--- src/rtl/openadc_cmd_parser.sv ---
// openadc_cmd_parser
// Byte-stream command parser in front of the OpenADC register block.
// Frame: [1 RW A5..A0][SIZE_L][SIZE_H][payload][checksum], checksum is the
// mod-256 sum of every byte before it (read payload = bytes sent to host).
// Optional inter-byte timeout: define CMD_TIMEOUT_EN (uses TIMEOUT_CYCLES).
//
// state       | meaning
// ------------+----------------------------------------------------------
// ST_IDLE     | hunting for a header byte (bit7=1), others discarded
// ST_SIZE_L   | waiting for low size byte
// ST_SIZE_H   | waiting for high size byte, then size/addrvalid committed
// ST_WR_DATA  | each rx byte becomes one reg_write pulse
// ST_WR_CHK   | waiting for host checksum, mismatch pulses chk_err
// ST_RD_SETUP | one settle cycle before the read strobe
// ST_RD_FETCH | reg_read high, reg_datao captured into tx_data
// ST_RD_SEND  | holding tx byte until the sink accepts it
// ST_RD_CHK   | sending running checksum to the host

module openadc_cmd_parser #(
   parameter logic [23:0] TIMEOUT_CYCLES = 24'd10_000_000
) (
   input  logic        clk,
   input  logic        reset_n,
   input  logic [7:0]  rx_data,
   input  logic        rx_valid,
   output logic [7:0]  tx_data,
   output logic        tx_valid,
   input  logic        tx_ready,
   output logic [5:0]  reg_address,
   output logic [15:0] reg_bytecnt,
   output logic [7:0]  reg_datai,
   input  logic [7:0]  reg_datao,
   output logic [15:0] reg_size,
   output logic        reg_read,
   output logic        reg_write,
   output logic        reg_addrvalid,
   output logic [5:0]  reg_hypaddress,
   input  logic [15:0] reg_hyplen,
   output logic        chk_err
);

   typedef enum logic [3:0] {
      ST_IDLE,
      ST_SIZE_L,
      ST_SIZE_H,
      ST_WR_DATA,
      ST_WR_CHK,
      ST_RD_SETUP,
      ST_RD_FETCH,
      ST_RD_SEND,
      ST_RD_CHK
   } state_t;

   state_t      state_q;
   logic        rw_q;
   logic [7:0]  size_l_q;
   logic [7:0]  csum_q;
   logic [7:0]  tx_data_q;
   logic        tx_valid_q;
   logic [5:0]  reg_address_q;
   logic [15:0] reg_bytecnt_q;
   logic [7:0]  reg_datai_q;
   logic [15:0] reg_size_q;
   logic        reg_read_q;
   logic        reg_write_q;
   logic        reg_addrvalid_q;
   logic [5:0]  reg_hypaddress_q;
   logic        chk_err_q;

   logic [15:0] size_hdr_d;
   logic [15:0] size_eff_d;
   logic [15:0] wr_idx_d;
   logic [7:0]  csum_rx_d;
   logic [7:0]  csum_rd_d;
   logic        last_byte_d;
   logic        last_wr_d;

`ifdef CMD_TIMEOUT_EN
   logic [23:0] tmo_q;
   logic        timed_d;
`endif

   // Next-value helpers: header size, natural-size substitution, write index
   // (bytecnt advances the cycle after each write pulse, so a back-to-back
   // byte must use the already-advanced index) and running checksums.
   always_comb begin
      size_hdr_d  = {rx_data, size_l_q};
      size_eff_d  = (rw_q && (size_hdr_d == 16'd0)) ? reg_hyplen : size_hdr_d;
      wr_idx_d    = reg_write_q ? (reg_bytecnt_q + 16'd1) : reg_bytecnt_q;
      csum_rx_d   = csum_q + rx_data;
      csum_rd_d   = csum_q + reg_datao;
      last_byte_d = (reg_bytecnt_q == (reg_size_q - 16'd1));
      last_wr_d   = (wr_idx_d == (reg_size_q - 16'd1));
`ifdef CMD_TIMEOUT_EN
      timed_d     = (state_q == ST_SIZE_L) || (state_q == ST_SIZE_H) ||
                    (state_q == ST_WR_DATA) || (state_q == ST_WR_CHK);
`endif
   end

   always_ff @(posedge clk) begin
      if (!reset_n) begin
         state_q          <= ST_IDLE;
         rw_q             <= 1'b0;
         size_l_q         <= 8'd0;
         csum_q           <= 8'd0;
         tx_data_q        <= 8'd0;
         tx_valid_q       <= 1'b0;
         reg_address_q    <= 6'd0;
         reg_bytecnt_q    <= 16'd0;
         reg_datai_q      <= 8'd0;
         reg_size_q       <= 16'd0;
         reg_read_q       <= 1'b0;
         reg_write_q      <= 1'b0;
         reg_addrvalid_q  <= 1'b0;
         reg_hypaddress_q <= 6'd0;
         chk_err_q        <= 1'b0;
`ifdef CMD_TIMEOUT_EN
         tmo_q            <= 24'd0;
`endif
      end else begin
         reg_write_q <= 1'b0;
         reg_read_q  <= 1'b0;
         chk_err_q   <= 1'b0;
         if (reg_write_q) begin
            reg_bytecnt_q <= reg_bytecnt_q + 16'd1;
         end

         case (state_q)
            ST_IDLE: begin
               if (rx_valid && rx_data[7]) begin
                  rw_q             <= rx_data[6];
                  reg_address_q    <= rx_data[5:0];
                  reg_hypaddress_q <= rx_data[5:0];
                  csum_q           <= rx_data;
                  state_q          <= ST_SIZE_L;
               end
            end
            ST_SIZE_L: begin
               if (rx_valid) begin
                  size_l_q <= rx_data;
                  csum_q   <= csum_rx_d;
                  state_q  <= ST_SIZE_H;
               end
            end
            ST_SIZE_H: begin
               if (rx_valid) begin
                  csum_q          <= csum_rx_d;
                  reg_size_q      <= size_eff_d;
                  reg_addrvalid_q <= 1'b1;
                  reg_bytecnt_q   <= 16'd0;
                  if (!rw_q) begin
                     state_q <= (size_eff_d == 16'd0) ? ST_WR_CHK : ST_WR_DATA;
                  end else if (size_eff_d == 16'd0) begin
                     tx_data_q  <= csum_rx_d;
                     tx_valid_q <= 1'b1;
                     state_q    <= ST_RD_CHK;
                  end else begin
                     state_q <= ST_RD_SETUP;
                  end
               end
            end
            ST_WR_DATA: begin
               if (rx_valid) begin
                  reg_datai_q   <= rx_data;
                  reg_write_q   <= 1'b1;
                  reg_bytecnt_q <= wr_idx_d;
                  csum_q        <= csum_rx_d;
                  if (last_wr_d) begin
                     state_q <= ST_WR_CHK;
                  end
               end
            end
            ST_WR_CHK: begin
               if (rx_valid) begin
                  chk_err_q       <= (rx_data != csum_q);
                  reg_addrvalid_q <= 1'b0;
                  state_q         <= ST_IDLE;
               end
            end
            ST_RD_SETUP: begin
               reg_read_q <= 1'b1;
               state_q    <= ST_RD_FETCH;
            end
            ST_RD_FETCH: begin
               tx_data_q  <= reg_datao;
               tx_valid_q <= 1'b1;
               csum_q     <= csum_rd_d;
               state_q    <= ST_RD_SEND;
            end
            ST_RD_SEND: begin
               if (tx_ready) begin
                  if (last_byte_d) begin
                     tx_data_q <= csum_q;
                     state_q   <= ST_RD_CHK;
                  end else begin
                     tx_valid_q    <= 1'b0;
                     reg_bytecnt_q <= reg_bytecnt_q + 16'd1;
                     state_q       <= ST_RD_SETUP;
                  end
               end
            end
            ST_RD_CHK: begin
               if (tx_ready) begin
                  tx_valid_q      <= 1'b0;
                  reg_addrvalid_q <= 1'b0;
                  state_q         <= ST_IDLE;
               end
            end
            default: begin
               state_q <= ST_IDLE;
            end
         endcase

`ifdef CMD_TIMEOUT_EN
         if (rx_valid || !timed_d) begin
            tmo_q <= 24'd0;
         end else if (tmo_q == (TIMEOUT_CYCLES - 24'd1)) begin
            tmo_q           <= 24'd0;
            reg_addrvalid_q <= 1'b0;
            state_q         <= ST_IDLE;
         end else begin
            tmo_q <= tmo_q + 24'd1;
         end
`endif
      end
   end

   assign tx_data        = tx_data_q;
   assign tx_valid       = tx_valid_q;
   assign reg_address    = reg_address_q;
   assign reg_bytecnt    = reg_bytecnt_q;
   assign reg_datai      = reg_datai_q;
   assign reg_size       = reg_size_q;
   assign reg_read       = reg_read_q;
   assign reg_write      = reg_write_q;
   assign reg_addrvalid  = reg_addrvalid_q;
   assign reg_hypaddress = reg_hypaddress_q;
   assign chk_err        = chk_err_q;

endmodule

--- config.mk ---
export PLATFORM = sky130hd
export DESIGN_NAME = openadc_cmd_parser
export DESIGN_NICKNAME = d
export VERILOG_FILES = /design/src/rtl/openadc_cmd_parser.sv
export SDC_FILE = /design/constraint.sdc
export NUM_CORES = 1
export LEC_CHECK = 0
export CAP_MARGIN = 20
export CORE_UTILIZATION = 41
export DETAILED_ROUTE_END_ITERATION = 16
export PLACE_DENSITY = 0.65
export SYNTH_ARGS = -nofsm -noshare
export SYNTH_HDL_FRONTEND = slang
export SYNTH_SLANG_ARGS = --single-unit
--- constraint.sdc ---
create_clock -name clk -period 8.4 [get_ports clk]
set_input_delay 1.68 -clock clk [delete_from_list [all_inputs] [get_ports clk]]
set_output_delay 1.68 -clock clk [all_outputs]
set_load 0.05 [all_outputs]
# Yosys cells after proc, flatten, opt, wreduce, memory -nomap -nowiden
# Index checks and enable logic that the tools add are counted.
totals:
  regBits: 80
  input_bits: 36
  out_inout_bits: 65
  elab_cells: 103
op_classes:
  n_addsub: 4
  n_eq_ne: 24
  mux: 40
  n_reduce_logical: 21
op_table:
  columns: ["op", "n"]
  rows:
  - ["two-way mux 16 bit", 5]
  - ["two-way mux 8 bit", 7]
  - ["one-hot mux 8 bit (3 select lines)", 2]
  - ["two-way mux 4 bit", 11]
  - ["one-hot mux 4 bit (9 select lines)", 1]
  - ["== test 16 bit", 2]
  - ["zero test 16 bit", 2]
  - ["one-hot mux 16 bit (2 select lines)", 1]
  - ["inequality test 2 bit (second input constant)", 12]
  - ["adder 16 x 1 -> 16 bit (second input constant)", 1]
  - ["adder 8 bit", 2]
  - ["== test 4 x 3 -> 1 bit (second input constant)", 4]
  - ["subtractor 16 x 1 -> 16 bit (second input constant)", 1]
  - ["two-way mux 1 bit", 10]
  - ["AND reduction 2 bit", 5]
  - ["nonzero test 3 bit", 3]
  - ["== test 4 x 2 -> 1 bit (second input constant)", 2]
  - ["inequality test 8 bit", 1]
  - ["AND reduction 8 bit", 1]
  - ["AND reduction 7 bit", 1]
  - ["AND reduction 3 bit", 2]
  - ["AND reduction 6 bit", 1]
  - ["== test 4 x 1 -> 1 bit (second input constant)", 1]
  - ["== test 4 bit (second input constant)", 1]
  - ["9 further kinds", 10]

# Depth between registers and ports, before layout
# Gate-level depths: netlist of run 1.
depth:
  depth_word: 8
  depth_mapped: 12
  ltp_nobuf: 10

# Worst setup path after synthesis of run 1
# Ideal clock, no wire load.
synth_path:
  path_type: "input to register"
  start: "input rx_data[1]"
  end: "register tx_data_q[7], in the netlist tx_data[7]"
  t_arrival_ns: 3.469
  required_time_ns: 8.268
  setup_slack_ns: 4.799
  cell_stages: 9
  path_cell_list: "ha_1 -> a21oi_1 -> o21ai_0 -> a2111oi_0 -> nor3_1 -> or2_2 -> o22ai_1 -> a211o_1 -> a21oi_1"
synth_between:
  elab_chain_cells: 6
  elab_cells_between_ends: 11
  classes_between: "1 x add/sub; 1 x eq/ne; 5 x mux; 4 x reduce/logical"
synth_lines:
  columns: ["item", "line_no", "rtl"]
  rows:
  - ["start, declared", "24", "input logic [7:0] rx_data,"]
  - ["branches (longest 6 deep; another with adder 8 bit)", null, null]
  - ["end signal, assigned", "154", "tx_data_q <= csum_rx_d;"]
  - ["end signal, assigned", "185", "tx_data_q <= reg_datao;"]
  - ["end signal, assigned", "193", "tx_data_q <= csum_q;"]
  - ["end, declared", "58", "logic [7:0] tx_data_q;"]
# Several ways; the timed one is not identified. The select of a mux whose other input is x is not followed.
# A chain may end at the register's enable or synchronous reset.

# Worst setup path in the final report of run 1
# Same ends and word-level chain as after synthesis.

==> flow_summary.ini, run 1 <==
[outcome]
outcome = completed

[die]
die_height_um = 122
initial_core_util_pct = 42.2
fp.coreArea_um2 = 13900
die_area_um2 = 14800
fp.dieW_um = 122
top_level_ports = 101
placement_rows = 43

[worst_setup_path]
rr_endpoint = reg_bytecnt[0]
cp_data_required_time_ps = 8680
crit_arrival_ps = 4660
critical_path_class = input pin to flop
critPathMaxFanout = 8
reg2reg_slack_ps = 4790
reg2regPathDepth = 10
worst_setup_path_end_kind = flop
worst_setup_path_start_kind = input pin
regToRegStartpoint = reg_size[0]

[clock_tree]
cts_post_setup_buffers_inserted = 0
numCtsBuffers = 9
cts.clk_slew.worst_paths_ps = 70
clock_tree.htree_level_count = 3
holdBufCountCts = 0
cts_sink_count = 80
cts-root-to-sink-buffers = 2
cts_root_buffer = clkbuf_16
tritoncts = yes
worst_skew_pair.late_latency_ps = 360
post_cts_resized = 0

[grt]
vias_in_the_first_global_route = 5724
maximum_number_of_pins_on_one_net_before_global_route_repair = 44
grt_pass1_wl_mm = 30.5
antenna_found_initial = 0
leftover_overflow_at_the_end_of_global_routing = 0
grt_util_all_layers_pct = 26.4

[route]
first_iter_violations = 432
drcViolationCount = 0
dr_total_vias = 6016
postRouteWirelength_mm = 19.2
ant_nets = 0
dr.pass1.iters = 5
drt-wirelength-per-cell_um = 19.4
detail_route.vias_per_cell = 6.08

[yosys]
syn_avg_cell_area_um2 = 7.91
mappedNetlistArea_um2 = 5880
synth-async-reset-ratio_pct = 0
synth_edf_count = 0
synth_sequential_area_ratio_pct = 27.2
syn_nets = 800
synth_flop_cell = dfxtp_1
number_of_synthesized_register_bits = 80
post_synth_inst_count = 744
post_synth_num_cell_types = 76
ys.warnings.count = 0

[cells_and_area]
final_area_um2 = 7230
area_growth_pct = 22.9
post_route_cells_drive_above_1_share_pct = 5.69
layout_commonest_cell = clkdlybuf4s50_1
diodes = 0
num-nets-final = 860
commonest_cells_after_routing_fill_and_taps_aside = 100 x clkdlybuf4s50_1, 80 x dfxtp_1, 71 x a21oi_1

[timing]
worst_clock_skew_ps = 10.1
setup_violation_total_in_the_final_timing_report = 0
tns_ps = 0
maxSlewHeadroom_pct = 37.7
rsz_0062_raised_after_global_routing = no
max_freq_ghz = 0.228
post-route-worst-setup-slack_ps = 4020
slew_viol_final = 0
worstMarginPinSlew_ps = 911
share_of_the_clock_period_used_by_the_worst_path_pct = 52.2
finalHoldViolCount = 0
final_critical_delay_including_setup_and_external_delays_ps = 4380
holdWs_ps = 467

[power]
cellLeakagePower_nw = 2.76
cellPowerDensity_nw_per_um2 = 178
power.ir.vdd_worst_mv = 0.178

[place]
placed_cell_area_um2 = 6890
final_replace_weighted_congestion = 0.951
pre_cts_slack_ps = 3670
io_buffer_count = 100
dp_hpwl_mm = 14.1

[hold_path]
whs_endpoint = tx_data[0]
origin_of_the_worst_min_delay_path = tx_data[0]
whs_path_depth = 2
hp-class = flop to flop

[flow_run]
maxCapViolCount = 0
==> synth_stat cells (3+ instances only) <==
library cell,count,share of area (%)
dfxtp_1,80,27
a21oi_1,71,6.0
nor2_1,63,4.0
o21ai_0,60,5.1
nand2_1,56,3.6
clkbuf_1,39,2.5
mux2i_1,37,6.3
nand3_1,32,2.7
xnor2_1,27,4.0
xor2_1,25,3.7
ha_1,18,3.8
nor4_1,18,1.9
inv_1,16,1.0
nor3_1,14,1.2
or3_1,13,1.4
and3_1,11,1.2
a31oi_1,10,1.1
nand4_1,9,0.96
o31ai_1,8,1.0
buf_4,7,0.89
nand2b_1,7,0.74
a21o_1,6,0.77
o21bai_1,6,0.77
a22oi_1,5,0.64
and2_1,5,0.53
buf_1,5,0.32
or4_1,5,0.64
a211o_1,4,0.60
and4_1,4,0.60
buf_2,4,0.34
nand3b_1,4,0.51
o211ai_1,4,0.51
a211oi_1,3,0.38
a32oi_1,3,0.45
buf_6,3,0.57
nor3b_1,3,0.38
nor4_2,3,0.64
nor4_4,3,1.1
o21a_1,3,0.38
==> layer usage <==
layer | track usage [%] | routed length [µm]
met5 | 0 | 0
met4 | 11.0 | 576
met3 | 4.87 | 960
met2 | 44.6 | 9330
met1 | 32.8 | 8290
==> metrics by stage <==
| step | util, % | power [mW] | cells |
|---|---|---|---|
| after global placement | 49.4 | 0.833 | 972 |
| after floorplan | - | 0.731 | 744 |
| final | 51.9 | 1.29 | 989 |
| after CTS | 51.8 | 1.29 | 988 |
| after global routing | 51.9 | 1.34 | 989 |
| after detailed placement | 49.4 | 0.841 | 972 |
==> state kept, by name, indices dropped and copies added (netlist names) <==
signal	flops
tx_valid	1
state_q	4
reg_size	16
chk_err	1
tx_data	8
reg_datai	8
size_l_q	8
reg_addrvalid	1
rw_q	1
reg_hypaddress	6
reg_bytecnt	16
reg_read	1
reg_write	1
csum_q	8
==> how the worst max path moves through the flow <==
| stage | startpoint | endpoint |
|---|---|---|
| CTS | rx_data[3] | tx_data[7] |
| global placement | rx_data[3] | tx_data[7] |
| detailed placement | rx_data[3] | tx_data[7] |
| floorplan | rx_data[1] | tx_data[7] |
| global route | rx_data[1] | tx_data[7] |
| finish | rx_data[1] | tx_data[7] |
==> cell type report <==
class	instances	area, µm²
fillers	1340	6710
well taps	180	225
clock inverters	7	106
multi-input cells	590	3960
clock buffers	9	225
inverters	16	60.1
repair buffers	107	1050
flip-flops and latches	80	1600
==> power breakdown <==
group | internal (mW) | switching (mW)
sequential | 0.396 | 0.0353
combinational | 0.161 | 0.247
clock | 0.266 | 0.181
total | 0.824 | 0.463
==> critical path: stages <==
cell             delay [ps]
clkdlybuf4s50_1         680
ha_1                    320
a21oi_1                 190
o21ai_0                 150
a2111oi_0               820
nor3_1                  130
o21ai_0                 210
a21oi_1                  90
a211o_1                 280
a21oi_1                 120
==> cell families (layout without fill, tap and decap cells) <==
family	after synthesis	in the layout	synth area share, %
xor+xnor	53	53	8.12
mux	39	39	6.68
flops	80	80	27.2
fa+ha+maj	21	21	4.68
buf+inv	74	139	5.64
compound gates	220	220	24.4
simple gates	257	257	23.2
Power figures use the tool's default switching activity.
==> run 2, diff against run 1 <==
Clock period 8.4 ns to 4.5 ns, I/O delays scaled along.
==> run 2 against run 1 <==
Effect of this change:
- combinational power grew 86%
- worst setup slack got worse by 3000 ps
- count of clock-buffer cells in the layout unchanged
- routed wire length is 0.14% higher
- sequential power up 86%
- total power up 87%
- clock power grew 88%
- clock skew shrank 2.0 ps
- non-clock buffer count up 4
- first-iteration DRC count grew 45%
==> flow_summary.ini, run 2 (same netlist as run 1, synthesis figures left out) <==
[route]
drcViolationCount = 0
ant_nets = 0
drt-wirelength-per-cell_um = 19.3
dr.pass1.iters = 5
detail_route.vias_per_cell = 6.20
first_iter_violations = 627
postRouteWirelength_mm = 19.2
dr_total_vias = 6154

[clock_tree]
numCtsBuffers = 9
cts_root_buffer = clkbuf_16
cts.clk_slew.worst_paths_ps = 70
cts-root-to-sink-buffers = 2
holdBufCountCts = 0
clock_tree.htree_level_count = 3
post_cts_resized = 0
tritoncts = yes
cts_sink_count = 80
cts_post_setup_buffers_inserted = 0
worst_skew_pair.late_latency_ps = 350

[cells_and_area]
num-nets-final = 864
layout.filler_cells = 1331
area_growth_pct = 23.4
diodes = 0
layout_commonest_cell = clkdlybuf4s50_1
post_route_cells_drive_above_1_share_pct = 6.15
fin_util_pct = 52.1
commonest_cells_after_routing_fill_and_taps_aside = 100 x clkdlybuf4s50_1, 80 x dfxtp_1, 71 x a21oi_1

[hold_path]
origin_of_the_worst_min_delay_path = tx_data[3]
hp-class = flop to flop

[grt]
leftover_overflow_at_the_end_of_global_routing = 0
maximum_number_of_pins_on_one_net_before_global_route_repair = 45
vias_in_the_first_global_route = 5933
grt_pass1_wl_mm = 30.7
antenna_found_initial = 0
grt_util_all_layers_pct = 26.5

[power]
power.ir.vdd_worst_mv = 0.261
cellPowerDensity_nw_per_um2 = 331
cellLeakagePower_nw = 2.78

[worst_setup_path]
cp_data_required_time_ps = 4740
worst_setup_path_start_kind = flop
critical_path_class = flop to flop
worst_setup_path_end_kind = flop
regToRegStartpoint = reg_size[0]
crit_start = reg_size[0]
critPathMaxFanout = 13
crit_arrival_ps = 3700

[die]
initial_core_util_pct = 42.2
top_level_ports = 101
placement_rows = 43
fp.coreArea_um2 = 13900
fp.dieW_um = 122
die_height_um = 122
die_area_um2 = 14800

[outcome]
outcome = completed

[timing]
tns_ps = 0
max_freq_ghz = 0.289
setup_violation_total_in_the_final_timing_report = 0
final_critical_delay_including_setup_and_external_delays_ps = 3460
worst_clock_skew_ps = 8.07
rsz_0062_raised_after_global_routing = no
maxSlewHeadroom_pct = 41.4
share_of_the_clock_period_used_by_the_worst_path_pct = 76.8
finalHoldViolCount = 0
worstMarginPinSlew_ps = 872
slew_viol_final = 0

[place]
io_buffer_count = 100
dp_hpwl_mm = 14.0
final_replace_weighted_congestion = 0.867

[flow_run]
maxCapViolCount = 0
## run 2: routing by layer
metal  GRT usage, %  vias up  wire [µm]
met2           46.2      277       9560
met4           10.0        0        464
met5              0        -          0
met3           5.06       45       1200
li1               -     2860          -
met1           32.0     2972       7960
## run 2: layout make-up
type                            count  area (µm²)  share of cell area, %
Clock buffer                        9         225                   3.10
Clock inverter                      7         109                   1.50
Inverter                           16        60.1                  0.827
Multi-Input combinational cell    590        3960                   54.5
Sequential cell                    80        1600                   22.1
Tap cell                          180         225                   3.10
Timing Repair Buffer              111        1080                   14.9
## run 2: worst paths after layout
check	end	slack (ps)	depth (start not counted)
min	tx_data[3]	470	2
max reg2reg	reg_bytecnt[0]	1040	11
min reg2reg	tx_data[3]	470	2
max	reg_bytecnt[0]	1040	11
## run 2: metrics by stage
stage                     setup WS, ps  hold WS, ps  cell area (µm²)  instances  power [mW]
after floorplan                   1100          478             5880        744        1.36
after global placement             872          457             6930        977        1.55
after CTS                         1090          471             7260        993        2.41
final                             1040          468             7260        993        2.40
after global routing               716          499             7260        993        2.52
after detailed placement           809          462             6930        977        1.57
## run 2: worst max-delay path, cell delays in order, from the launching register on
cell      delay, ps
dfxtp_1         300
buf_4           180
inv_1            70
ha_1            370
or3b_4          460
nor4_2          420
o21ai_0         190
a211oi_2        260
o2111a_4        340
a21o_1          280
o21ai_1         160
o311a_1         310
## run 2: power by group
part           total (mW)  switching, mW  leakage (nW)  internal, mW
Sequential          0.802         0.0628         0.649         0.740
Clock               0.842          0.342         0.165         0.500
Combinational       0.760          0.455          1.96         0.305
